===== config.mk =====
export PLATFORM = sky130hd
export DESIGN_NAME = id_ex_stage
export DESIGN_NICKNAME = d
export VERILOG_FILES = /design/src/rtl/id_ex_stage.sv
export SDC_FILE = /design/constraint.sdc
export NUM_CORES = 1
export LEC_CHECK = 0
export CAP_MARGIN = 20
export CORE_ASPECT_RATIO = 0.9
export CORE_MARGIN = 2
export CORE_UTILIZATION = 45
export DETAILED_ROUTE_END_ITERATION = 6
export PLACE_DENSITY = 0.86
export SYNTH_ARGS = -nofsm -noshare
export SYNTH_HDL_FRONTEND = slang
export SYNTH_SLANG_ARGS = --single-unit

===== constraint.sdc =====
create_clock -name clk -period 2.8 [get_ports clk]
set_input_delay 0.56 -clock clk [delete_from_list [all_inputs] [get_ports clk]]
set_output_delay 0.56 -clock clk [all_outputs]
set_load 0.01 [all_outputs]

===== src/rtl/id_ex_stage.sv =====
// rtl/id_ex_stage.sv - ID/EX pipeline register with load-use stall, flush bubbles and bubble counter
// Optional load-use detection enabled by defining HAZARD_DETECT_EN.
module id_ex_stage #(
  parameter int DW    = 32,
  parameter int CNT_W = 16
) (
  input  logic             clk,
  input  logic             rst_n,
  input  logic             hold_i,
  input  logic             flush_i,
  input  logic [1:0]       id_RegDst,
  input  logic             id_ALUSrc,
  input  logic             id_MemRead,
  input  logic             id_RegWrite,
  input  logic             id_MemWrite,
  input  logic             id_ShamtSrc,
  input  logic             id_Branch,
  input  logic [1:0]       id_DatatoReg,
  input  logic [4:0]       id_ALUCtrl,
  input  logic [DW-1:0]    id_pc4,
  input  logic [DW-1:0]    id_rs_data,
  input  logic [DW-1:0]    id_rt_data,
  input  logic [DW-1:0]    id_imm_ext,
  input  logic [4:0]       id_rs,
  input  logic [4:0]       id_rt,
  input  logic [4:0]       id_rd,
  input  logic [4:0]       id_shamt,
  output logic [1:0]       ex_RegDst,
  output logic             ex_ALUSrc,
  output logic             ex_MemRead,
  output logic             ex_RegWrite,
  output logic             ex_MemWrite,
  output logic             ex_ShamtSrc,
  output logic             ex_Branch,
  output logic [1:0]       ex_DatatoReg,
  output logic [4:0]       ex_ALUCtrl,
  output logic [DW-1:0]    ex_pc4,
  output logic [DW-1:0]    ex_rs_data,
  output logic [DW-1:0]    ex_rt_data,
  output logic [DW-1:0]    ex_imm_ext,
  output logic [4:0]       ex_rs,
  output logic [4:0]       ex_rt,
  output logic [4:0]       ex_rd,
  output logic [4:0]       ex_shamt,
  output logic             ex_valid,
  output logic             stall_o,
  output logic [CNT_W-1:0] bubble_cnt
);

  localparam int PW = 2 + 6 + 2 + 5 + 4 * DW + 20;

  logic [PW-1:0]    id_word;
  logic [PW-1:0]    ex_q, ex_d;
  logic             valid_q, valid_d;
  logic [CNT_W-1:0] cnt_q, cnt_d;
  logic             haz;
  logic             bump;

  assign id_word = {id_RegDst, id_ALUSrc, id_MemRead, id_RegWrite, id_MemWrite,
                    id_ShamtSrc, id_Branch, id_DatatoReg, id_ALUCtrl,
                    id_pc4, id_rs_data, id_rt_data, id_imm_ext,
                    id_rs, id_rt, id_rd, id_shamt};

  assign {ex_RegDst, ex_ALUSrc, ex_MemRead, ex_RegWrite, ex_MemWrite,
          ex_ShamtSrc, ex_Branch, ex_DatatoReg, ex_ALUCtrl,
          ex_pc4, ex_rs_data, ex_rt_data, ex_imm_ext,
          ex_rs, ex_rt, ex_rd, ex_shamt} = ex_q;

  assign ex_valid   = valid_q;
  assign bubble_cnt = cnt_q;

`ifdef HAZARD_DETECT_EN
  // A load in EX whose destination feeds the instruction now in ID must wait one cycle.
  assign haz = valid_q & ex_MemRead & (ex_rt != 5'd0) &
               ((ex_rt == id_rs) | (ex_rt == id_rt));
`else
  assign haz = 1'b0;
`endif

  assign stall_o = haz & ~flush_i;

  always_comb begin
    ex_d    = ex_q;
    valid_d = valid_q;
    cnt_d   = cnt_q;
    bump    = 1'b0;
    if (!hold_i) begin
      if (flush_i || haz) begin
        ex_d    = '0;
        valid_d = 1'b0;
        bump    = 1'b1;
      end else begin
        ex_d    = id_word;
        valid_d = 1'b1;
      end
    end
    if (bump && (cnt_q != {CNT_W{1'b1}})) cnt_d = cnt_q + CNT_W'(1);
  end

  always_ff @(posedge clk or negedge rst_n) begin
    if (!rst_n) begin
      ex_q    <= '0;
      valid_q <= 1'b0;
      cnt_q   <= '0;
    end else begin
      ex_q    <= ex_d;
      valid_q <= valid_d;
      cnt_q   <= cnt_d;
    end
  end

endmodule


# Word-level counts from Yosys, hierarchy flattened
# Cells that the tools add are included.
# op_classes
n_addsub	1
eq_ne	1
muxes	4
n_reduce_logical	1
# op_table
operator	n
$mux 163	1
$add 16x1->16 const B	1
$ne 16x16->1 const B	1
$mux 1	3
$logic_and 1x1->1	1
# word_totals
regBits	180
inputBits	167
out_inout_bits	181
elab_cells	10

# Logic depth before layout (Yosys ltp)
# depth
ltp_word	3
depth_mapped	6
mapped_depth_nobuf	5

# Worst setup path before layout
# No wires, ideal clock.
# synth_timing
kind	flip-flop to flip-flop
start	reg cnt_q[0] (netlist: bubble_cnt[0])
end	reg cnt_q[8] (netlist: bubble_cnt[8])
setup_time_ns	0.079
arrival_ns	1.613
required_ns	2.721
setup_slack_ns	1.108
path_stages_with_launch	7
n_path_buf	1
cell_sequence	dfrtp_1 > ha_1 > nand2_1 > or3_1 > buf_2 > nor4b_2 > xor2_1
# synth_between
elab_chain_cells	2
elab_cells_between_ends	3
classes_between	add/sub: 1; eq/ne: 1; reduce/logical: 1
# synth_lines
element	line_no	rtl
from (decl)	55	logic [CNT_W-1:0] cnt_q, cnt_d;
from (signal assigned)	108	cnt_q <= cnt_d;
parallel branches: the longest is 2 deep, another holds $add 16x1->16	n/a	
# Parallel ways; which one is timed is not known.
# A chain may end at the register's enable or synchronous reset.

# Worst setup path after layout
# layout_timing
start	reg cnt_q[5] (netlist: bubble_cnt[5])
end	out bubble_cnt[5]
# layout_rtl
element	line_no	rtl
to (decl)	47	output logic [CNT_W-1:0] bubble_cnt
# No word-level cell between the ends.

==> key figures <==
Worst setup path
  • Crit end category: output port
  • Critical path depth in cells: 1
  • Worst endpoint required time: approximately 2200 ps
  • CP max stage cell: clkdlybuf4s50_1
  • Crit-path cells: clkdlybuf4s50_1
  • Arrival time worst endpoint: 1500 ps
  • Worst R2R Path Depth: 4
  • CP delay by family, top: buffers and inverters
  • RR Endpoint: bubble_cnt[1]
  • Setup CP Type: register to output port
  • FF-to-FF setup slack: about 920 ps
  • Crit. Startpoint: bubble_cnt[5]
  • Nature of the critical path startpoint: register
  • CP max stage delay: 610 ps
  • Critical path capture point: bubble_cnt[5]
  • FF-to-FF Start: bubble_cnt[12]
  • Crit-path max FO: 6
  • Buffer and inverter count on the worst path: 1

CTS
  • CTS resizes: 0
  • H-tree levels: 4
  • CTS root buf: clkbuf_16
  • Worst-Skew Late Latency: between 400 and 500 ps
  • Clock Sinks: 180
  • Clock buffer depth: 2
  • CTS tree: done
  • # hold bufs at CTS: 0
  • Reg clk slew, reported paths: ~70 ps
  • Inserted Clock Buffers: 17
  • # Post-CTS Setup Buffers: 0

Placement
  • Dpl hpwl: between 10000 and 15000 µm
  • GPL Wtd Cong: approximately 0.77
  • PortBufs: 346

Floorplanning
  • Boundary Pins: between 300 and 400
  • Site Rows: 45
  • Initial Utilization: 45.5%
  • Die height: between 100 and 150 µm
  • Core area: around 17000 µm²
  • Die ar.: ~18000 µm²
  • Die width: ~140 µm

STA
  • Final TNS setup: 0 ps
  • Relative max-transition margin: 45.6%
  • RSZ-0062 raised after global routing: false
  • Worst-Margin Slew: 816 ps
  • Pins Over Slew Limit: 0
  • FMAX: 486 MHz
  • Final setup violation count: 0
  • Tcrit/Tclk final: 73.5%
  • WHS: about 91 ps
  • Min cycle time layout: a little over 2000 ps
  • Worst-case clock skew: a little over 8 ps
  • Fin. Hold Viols: 0

Power
  • P_sw: 1760 µW
  • Sequential fraction of design power: about 45%
  • Logic pwr share: approximately a fifth
  • Power density over cell area: roughly 570 nW/µm²
  • Sw Ratio: 26.2%
  • Worst vdd ir: 0.000431 V
  • LEAKAGE: about 0.0050 µW
  • Clock power share: between 30% and 40%
  • Internal: 4960 µW

Synthesis
  • Post-synth ARST share: 100%
  • Syn_nets: between 900 and 1000
  • Seq/Total Area, Yosys: 59.3%
  • Mapped cell area: 7600 µm²
  • Seq cells post-synth: 180
  • Yosys warnings: 0
  • Top_reg_cell synth: dfrtp_1
  • Syn avg cell area: between 9 and 10 µm²
  • Mapped Cells: around 780
  • Number of flops mapped to enable cells by yosys: 0
  • Yosys cell types: 31

Global routing
  • Grt ovf: 0
  • Number of global-route vias before repair: roughly 6300
  • Global-route usage over all layers: about 23%
  • Initial antenna violation count: 0
  • First-pass GRT wire length: 32800 µm
  • Pin count of the biggest net entering global routing: ~190

Finish
  • Most common cell after layout, fill and taps aside: clkdlybuf4s50_1
  • Synthesis-to-layout area growth: 55.1%
  • Util after Layout: between 70% and 80%
  • Post-layout nets: around 1300
  • Commonest cells after routing, fill and taps aside: clkdlybuf4s50_1 (343), dfrtp_1 (180), nand2_1 (167), nand2b_1 (162), o21ai_0 (162)
  • Layout cell share with drive strength beyond 1: 4.33%
  • ANT cells: 0

Detailed routing
  • Post-route ant nets: 0
  • Via count: roughly 6400
  • Detailed Routing Iterations Pass 1: 5
  • # DRC: 0
  • Vias per cell: about 4.9
  • WL per Instance: around 16 µm
  • Routed WL: about 21000 µm
  • DRT iter0 DRCs: between 200 and 300

Job
  • Max-cap violations: 0

Hold path
  • HP Class: primary input to async pin

Outcome
  • Status: completed
power groups by stage:
stage / combinational, µW / sequential [µW] / clock (µW)
CTS: 1330 / 3010 / 2440
floorplan: 336 / 3150 / 0
detailed placement: 1320 / 3060 / 0
global route: 1420 / 3040 / 2560
finish: 1310 / 3020 / 2390
global placement: 1300 / 3050 / 0
final cells by class:
| cell class | instances | area, µm² |
|---|---|---|
| clock buffer | 20 | 447 |
| timing repair buffer | 351 | 3550 |
| multi-input combinational | 543 | 2870 |
| tap | 211 | 264 |
| inverter | 2 | 7.51 |
| sequential | 180 | 4500 |
| clock inverter | 12 | 145 |
| fill | 1238 | 4930 |
metal layers:
layer  vias to the layer above  track usage [%]  wire length, µm
met4                         0             9.41              681
met2                       248             38.7            10000
li1                       3142                -                -
met3                        45             8.77             1780
met1                      2977             27.3             8390
met5                         -                0                0
worst min-delay path by stage:
stage                        start             to
final                        rst_n      ex_q[122]
after global routing         rst_n      ex_q[122]
after CTS                    rst_n      ex_q[122]
after detailed placement  ex_q[12]       ex_q[12]
after global placement    ex_valid       ex_valid
after floorplan              rst_n  bubble_cnt[0]
cells in the mapped netlist (2+ instances only):
| library cell | count | area, µm² |
|---|---|---|
| dfrtp_1 | 180 | 4500 |
| xnor2_1 | 2 | 17.5 |
| nor4_2 | 2 | 25.0 |
| o21ai_0 | 162 | 811 |
| nand4_1 | 2 | 12.5 |
| nor3_1 | 7 | 35.0 |
| nand2_1 | 167 | 627 |
| nor3b_1 | 2 | 15.0 |
| clkbuf_1 | 55 | 206 |
| inv_1 | 2 | 7.51 |
| nand3_1 | 3 | 15.0 |
| nand2b_1 | 162 | 1010 |
| xor2_1 | 12 | 105 |
| or3_1 | 2 | 12.5 |
| nor2_1 | 6 | 22.5 |
stage by stage:
step	cells	instance area [µm²]	setup WS, ps	power (µW)
final	1319	11800	743	6720
after global routing	1319	11800	693	7030
after CTS	1319	11800	728	6790
after detailed placement	1287	11200	830	4380
after global placement	1287	11200	839	4350
after floorplan	782	7600	1110	3480
sequential cells by signal, indices dropped and copies added (netlist names):
name / count
ex_q: 163
bubble_cnt: 16
ex_valid: 1
kinds of logic after synthesis:
family / count (synthesis) / synth area share (%)
flip-flops: 180 / 59.3
other: 1 / 0.0493
multiplexers: 1 / 0.197
adder cells (fa/ha/maj): 1 / 0.165
AO/OA/AOI/OAI: 165 / 10.9
AND/OR/NAND/NOR: 361 / 24.8
buffers and inverters: 59 / 2.98
XOR/XNOR: 14 / 1.61
(Power assumes the default switching activity.)
